**src/rtl/hazard_pkg.sv**
```systemverilog
// Shared types and default sizing for the pipeline hazard controller.
package hazard_pkg;

    // Memory-side FSM: normal flow, waiting on a slow access, timed out.
    typedef enum logic [1:0] {
        ST_RUN      = 2'd0,
        ST_MEM_WAIT = 2'd1,
        ST_ERROR    = 2'd2
    } state_e;

    localparam int DEF_MEM_TIMEOUT = 255;
    localparam int DEF_CNT_W       = 32;

endpackage

```
**src/rtl/hazard_cmp.sv**
```systemverilog
// One ID-stage source operand compared against the EXE and MEM destinations.
// With forwarding on, only a load in EXE can't be bypassed (load-use).
module hazard_cmp
    import hazard_pkg::*;
(
    input  logic [4:0] src_i,
    input  logic       check_en_i,
    input  logic [4:0] exe_dest_i,
    input  logic       exe_wb_en_i,
    input  logic       exe_mem_r_en_i,
    input  logic [4:0] mem_dest_i,
    input  logic       mem_wb_en_i,
    input  logic       fwd_en_i,
    output logic       hazard_o
);

    logic exe_match;
    logic mem_match;

    assign exe_match = (src_i == exe_dest_i) && exe_wb_en_i;
    assign mem_match = (src_i == mem_dest_i) && mem_wb_en_i;

    // Register 0 never carries a dependency.
    always_comb begin
        hazard_o = 1'b0;
        if (check_en_i && (src_i != 5'd0)) begin
            if (fwd_en_i) hazard_o = exe_match && exe_mem_r_en_i;
            else          hazard_o = exe_match || mem_match;
        end
    end

endmodule

```
**src/rtl/hazard_ctrl.sv**
```systemverilog
// Pipeline hazard controller: RAW bubbles, branch flushes, memory-busy freezes
// with a timeout error state, and stall/flush performance counters.
// Priority of pipeline controls: memory freeze > branch flush > hazard bubble.
module hazard_ctrl
    import hazard_pkg::*;
#(
    parameter int MEM_TIMEOUT = DEF_MEM_TIMEOUT,
    parameter int CNT_W       = DEF_CNT_W
) (
    input  logic             clk,
    input  logic             rst,
    input  logic [4:0]       id_src1,
    input  logic [4:0]       id_src2,
    input  logic             id_two_src,
    input  logic [4:0]       exe_dest,
    input  logic             exe_wb_en,
    input  logic             exe_mem_r_en,
    input  logic [4:0]       mem_dest,
    input  logic             mem_wb_en,
    input  logic             mem_rw_en,
    input  logic             mem_ready,
    input  logic             br_taken,
    input  logic             fwd_en,
    output logic             freeze_front,
    output logic             freeze_all,
    output logic             flush_if_id,
    output logic             flush_id_exe,
    output logic             mem_err,
    output logic [CNT_W-1:0] stall_cnt,
    output logic [CNT_W-1:0] flush_cnt,
    output state_e           state_dbg
);

    localparam int WAIT_W = $clog2(MEM_TIMEOUT + 1);

    state_e             state_q, state_d;
    logic [WAIT_W-1:0]  wait_q, wait_d, wait_inc;
    logic [CNT_W-1:0]   stall_cnt_q, stall_cnt_d;
    logic [CNT_W-1:0]   flush_cnt_q, flush_cnt_d;
    logic               mem_busy;
    logic               haz1, haz2, hazard;

    hazard_cmp u_cmp_src1 (
        .src_i          (id_src1),
        .check_en_i     (1'b1),
        .exe_dest_i     (exe_dest),
        .exe_wb_en_i    (exe_wb_en),
        .exe_mem_r_en_i (exe_mem_r_en),
        .mem_dest_i     (mem_dest),
        .mem_wb_en_i    (mem_wb_en),
        .fwd_en_i       (fwd_en),
        .hazard_o       (haz1)
    );

    hazard_cmp u_cmp_src2 (
        .src_i          (id_src2),
        .check_en_i     (id_two_src),
        .exe_dest_i     (exe_dest),
        .exe_wb_en_i    (exe_wb_en),
        .exe_mem_r_en_i (exe_mem_r_en),
        .mem_dest_i     (mem_dest),
        .mem_wb_en_i    (mem_wb_en),
        .fwd_en_i       (fwd_en),
        .hazard_o       (haz2)
    );

    assign hazard   = haz1 | haz2;
    assign mem_busy = mem_rw_en & ~mem_ready;
    assign wait_inc = wait_q + WAIT_W'(1);

    // Next state: count consecutive busy cycles, trap in ERROR on timeout.
    always_comb begin
        state_d = state_q;
        wait_d  = wait_q;
        case (state_q)
            ST_RUN, ST_MEM_WAIT: begin
                if (mem_busy) begin
                    wait_d  = wait_inc;
                    state_d = (wait_inc >= WAIT_W'(MEM_TIMEOUT)) ? ST_ERROR : ST_MEM_WAIT;
                end else begin
                    wait_d  = '0;
                    state_d = ST_RUN;
                end
            end
            ST_ERROR: begin
                state_d = ST_ERROR;
            end
            default: begin
                state_d = ST_RUN;
                wait_d  = '0;
            end
        endcase
    end

    // Pipeline controls, all forced low while reset is held.
    always_comb begin
        freeze_all   = 1'b0;
        freeze_front = 1'b0;
        flush_if_id  = 1'b0;
        flush_id_exe = 1'b0;
        if (!rst) begin
            if (mem_busy || (state_q == ST_ERROR)) begin
                freeze_all   = 1'b1;
                freeze_front = 1'b1;
            end else if (br_taken) begin
                flush_if_id  = 1'b1;
                flush_id_exe = 1'b1;
            end else if (hazard) begin
                freeze_front = 1'b1;
                flush_id_exe = 1'b1;
            end
        end
    end

    // Counter next values; both wrap naturally at CNT_W bits.
    always_comb begin
        stall_cnt_d = stall_cnt_q + CNT_W'(freeze_front);
        flush_cnt_d = flush_cnt_q + CNT_W'(flush_if_id);
    end

    // State and counter registers with synchronous reset.
    always_ff @(posedge clk) begin
        if (rst) begin
            state_q     <= ST_RUN;
            wait_q      <= '0;
            stall_cnt_q <= '0;
            flush_cnt_q <= '0;
        end else begin
            state_q     <= state_d;
            wait_q      <= wait_d;
            stall_cnt_q <= stall_cnt_d;
            flush_cnt_q <= flush_cnt_d;
        end
    end

    assign mem_err   = (state_q == ST_ERROR);
    assign stall_cnt = stall_cnt_q;
    assign flush_cnt = flush_cnt_q;
    assign state_dbg = state_q;

endmodule

```
**config.mk**
```make
export PLATFORM = sky130hd
export DESIGN_NAME = hazard_ctrl
export DESIGN_NICKNAME = d
export VERILOG_FILES = /design/src/rtl/hazard_pkg.sv /design/src/rtl/hazard_cmp.sv /design/src/rtl/hazard_ctrl.sv
export SDC_FILE = /design/constraint.sdc
export NUM_CORES = 1
export LEC_CHECK = 0
export CORE_AREA = 2 2 91 93
export DETAILED_ROUTE_END_ITERATION = 7
export DIE_AREA = 0 0 93 95
export PLACE_DENSITY = 0.89
export SYNTH_ARGS = -nofsm -noshare
export SYNTH_HDL_FRONTEND = slang
export SYNTH_SLANG_ARGS = --single-unit
```
**constraint.sdc**
```tcl
create_clock -name clk -period 3.5 [get_ports clk]
set_input_delay 0.35 -clock clk [delete_from_list [all_inputs] [get_ports clk]]
set_output_delay 0.35 -clock clk [all_outputs]
set_load 0.01 [all_outputs]
```
==> results.md <==
- The number of global-route vias before repair was 3181.
- The share of synthesized area in the top cell type comes to 40.66%.
- The number of antenna violations at the first check in global routing came to 0.
- For the final database, setup skew stands at 0.01368 ns.
- For the final routed database, the setup TNS stands at 0 ns.
- Data on the critical path arrives at its endpoint at 3.30 ns.
- The summed instance area of the synthesized netlist is 3643 um2.
- Measured on the finished design, the core utilization comes to 62.28%.
- The count of nets left with antenna violations once routing finished came out at 0.
- The number of buffers between clock root and the deepest sink is 2.
- The first-pass GRT wire length is 14250 um.
- Counting I/O delays and the setup requirement, the final critical path takes 3.079 ns.
- The signal on the critical path passes through clkdlybuf4s50_1 -> xnor2_1 -> nand3_1 -> nor4_1 -> o221ai_1 -> o311ai_1 -> ha_1 -> ha_1 -> nand3_1 -> nor4_1 -> xnor2_1 -> nor2_1.
- Counting flops with a built-in enable in the synthesized netlist gives 0.
- The maximum vdd ir drop is 0.1952 mV.
- After the flow finishes, the layout carries non-filler instances totaling 633.
- The peak clock frequency supported by timing is 0.3248 GHz.
- Clock-pin slew was measured on the worst setup and hold paths at 0.08 ns.
- Each instance of the synthesized netlist takes up on average 8.654 um2.
- For the worst setup path, the data required time is 3.72 ns.
- The maximum cell stage delay along the critical path is 0.48 ns.
- The sink count of the clock tree is 74.
- The critical path is of the in2reg type.
- The top cell type by total area after synthesis is dfxtp_1.
- The run finished with clean final reports.
- The number of buffers and inverters on the critical path is 1.
- The detailed-route DRC error count is 0.
- The total via count after detailed routing is 3347.
- When the netlist entered floorplanning its net count stood at 457.
- The post-route netlist has 6.061% of its cells at a drive strength greater than 1.
- The detail-routed net length per standard cell is 13.55 um.
- The first routing iteration left 116 violations.
- The proportion of synthesized chip area in sequential cells is 40.66%.
- For the worst-skew pair, the clock arrives at the later sink with an insertion delay of 0.34 ns.
- In the synthesized netlist the async set-or-reset flop fraction comes to 0%.
- Clock tree synthesis selected as its root buffer the cell clkbuf_8.
- In the synthesized netlist the dominant register cell turns out to be dfxtp_1.
- After floorplanning, the core was sized to cover 7928 um2.
- The wire-length estimate of the detail-placed layout is 6473 um.
- The count of maximum capacitance violations is 0.
- For this design the static power due to leakage is 1.784 nW.
- In this run the worst path has a maximum fanout of 7.
- The count of buffers added by post-CTS timing repair for setup is 0.
- The total placed cells including tap cells is 617.
- The total number of H-tree levels is 3.
- The most common cell in the synthesized netlist is dfxtp_1.
- In this run, distinct cell masters in the synthesized netlist total 39.
- The count of pins over their slew limit came to 0.
- The cell count after synthesis came out at 421.
- Routability-driven placement finished with a final weighted congestion of 0.8564.
- For this run, the number of Yosys warnings is 0.
- The iteration count of the initial detailed-routing pass is 5.
- Among cell families on the critical path, the largest total delay comes from simple AND/OR/NAND/NOR gates.
- The diode insertion count for antenna repair is 0.
- Wires add up to 8575 um.
- Summed over all layers, the global routing overflow is 0.
- Setup repair after global routing left no endpoint under its margin.
- The worst setup path is captured at a flop.
- The share of the clock period used by the worst path is 87.98%.
- The ratio of total power to cell area is 315.7 nW/um2.
- Hold repair after CTS inserted 0 buffers.
- The number of vias per cell after detailed routing is 5.288.
- The floorplan die area is 8835 um2.
- The number of buffers inserted by port buffering is 100.
- The area added between synthesis and finish is 35.51%.
- The number of top-level pins is 101.
- Entering global routing, the biggest net connects 38 pins.
- After floorplanning, the core was divided into 33 placement rows.
- Once the floorplan was initialized, standard cells occupied 45.96% of the core.
- The number of failing hold endpoints at the final stage is 0.
- The path category of the worst min-delay check is reg2reg.
- The global-route usage over all layers is 19.98%.
- By area the synthesized netlist is led by dfxtp_1 41%, xor2_1 9.9%, xnor2_1 8.7%, nor2_1 7.2%, nand3_1 3.7%.
- In this run, CTS created clock tree buffers numbering 9.
- TritonCTS built the clock tree.
- The final setup violation count is 0.
- Ranked by instance count, the synthesized netlist is headed by 74 x dfxtp_1, 70 x nor2_1, 41 x xor2_1.
- The total power consumption of the routed design is 1.559 mW.
- The floorplan step set the die width to 93 um.
- Synthesis inferred 74 register bits.
- The overall die height is 95 um.
- The sort of element at the start of the critical path is an input pin.
- After the last flow step, the layout net total stands at 559.
- The worst pin sits at a relative slew slack of 63.84%.
- At the pin with the least slew margin, the transition time is 0.5384 ns.
- The cell with the biggest individual delay on the critical path is clkdlybuf4s50_1.
- Once the clock tree was built, the resizer swapped 0 gates to a different size.
-- final timing paths --
check                                               from                        to  slack, ns  cells after the start
worst max-delay path                          id_src1[2]  stall_cnt[20]$_SDFF_PP0_       0.42                     12
worst min-delay path            stall_cnt[29]$_SDFF_PP0_  stall_cnt[29]$_SDFF_PP0_       0.51                      2
worst min register to register  stall_cnt[29]$_SDFF_PP0_  stall_cnt[29]$_SDFF_PP0_       0.51                      2
worst max register to register   state_dbg[0]$_SDFF_PP0_  flush_cnt[26]$_SDFF_PP0_       0.87                     11
-- cells by family after synthesis --
| logic type | count (synthesis) | share of synthesized area (%) |
|---|---|---|
| buffers and inverters | 23 | 2.473 |
| flip-flops | 74 | 40.66 |
| XOR/XNOR | 77 | 18.51 |
| AND/OR/NAND/NOR | 209 | 30.77 |
| adder cells (fa/ha/maj) | 6 | 2.060 |
| multiplexers | 1 | 0.4120 |
| AO/OA/AOI/OAI | 31 | 5.117 |
-- report_power, final --
group          internal (mW)  total [mW]  switching [mW]
Sequential             0.845       0.847         0.00272
Clock                  0.295       0.603           0.307
Combinational         0.0590       0.109          0.0497
-- layout make-up --
class / instances / area, um2
Timing Repair Buffer: 106 / 1041
Multi-Input combinational cell: 324 / 2072
Clock inverter: 4 / 26.28
Sequential cell: 74 / 1481
Clock buffer: 12 / 155.1
Inverter: 8 / 30.03
Fill cell: 705 / 2990
Tap cell: 105 / 131.4
-- state kept, by name, indices dropped and copies added, names as in the netlist --
register   flops
flush_cnt     32
stall_cnt     32
wait_q         8
state_dbg      2
-- routing by layer --
metal / vias to the layer above / part of all wire, % / track usage [%]
met5: - / 0 / 0
met1: 1556 / 41 / 22.95
met3: 17 / 6.2 / 5.666
met4: 0 / 2.2 / 8.701
li1: 1661 / - / -
met2: 113 / 50 / 34.78
-- metrics by stage --
stage / instance area, um2 / setup WS (ns) / hold WS [ns]
after detailed placement: 4756 / 0.07788 / 0.4955
after global routing: 4937 / 0.1142 / 0.5346
after global placement: 4756 / 0.2227 / 0.4696
final: 4937 / 0.4208 / 0.5089
after floorplan: 3643 / 0.7133 / 0.4575
after CTS: 4937 / 0.4494 / 0.5051
-- placed cells by master, fill, tap and decap left out, types with 3 or more instances in the layout --
cell	synthesis	routed
clkbuf_8	0	11
nor2_1	70	70
nor3_1	9	9
nor2b_1	7	7
and4_1	13	13
or3_1	5	5
ha_1	6	6
buf_4	1	6
xnor2_1	36	36
nand3_1	27	27
a21oi_1	7	7
nand4_1	20	20
nand2b_1	4	4
nand2_1	25	25
inv_1	8	8
o21ai_0	14	14
dfxtp_1	74	74
nand3b_1	3	3
xor2_1	41	41
nor4_1	7	7
and3_1	8	8
clkdlybuf4s50_1	0	99
-- worst reg2reg max path: cells and delay by family (launching register included) --
kind / cells / cell delay, ns
xor+xnor: 1 / 0.12
fa+ha+maj: 2 / 0.45
flops: 1 / 0.34
simple gates: 8 / 1.61
Power figures use the tool's default switching activity.
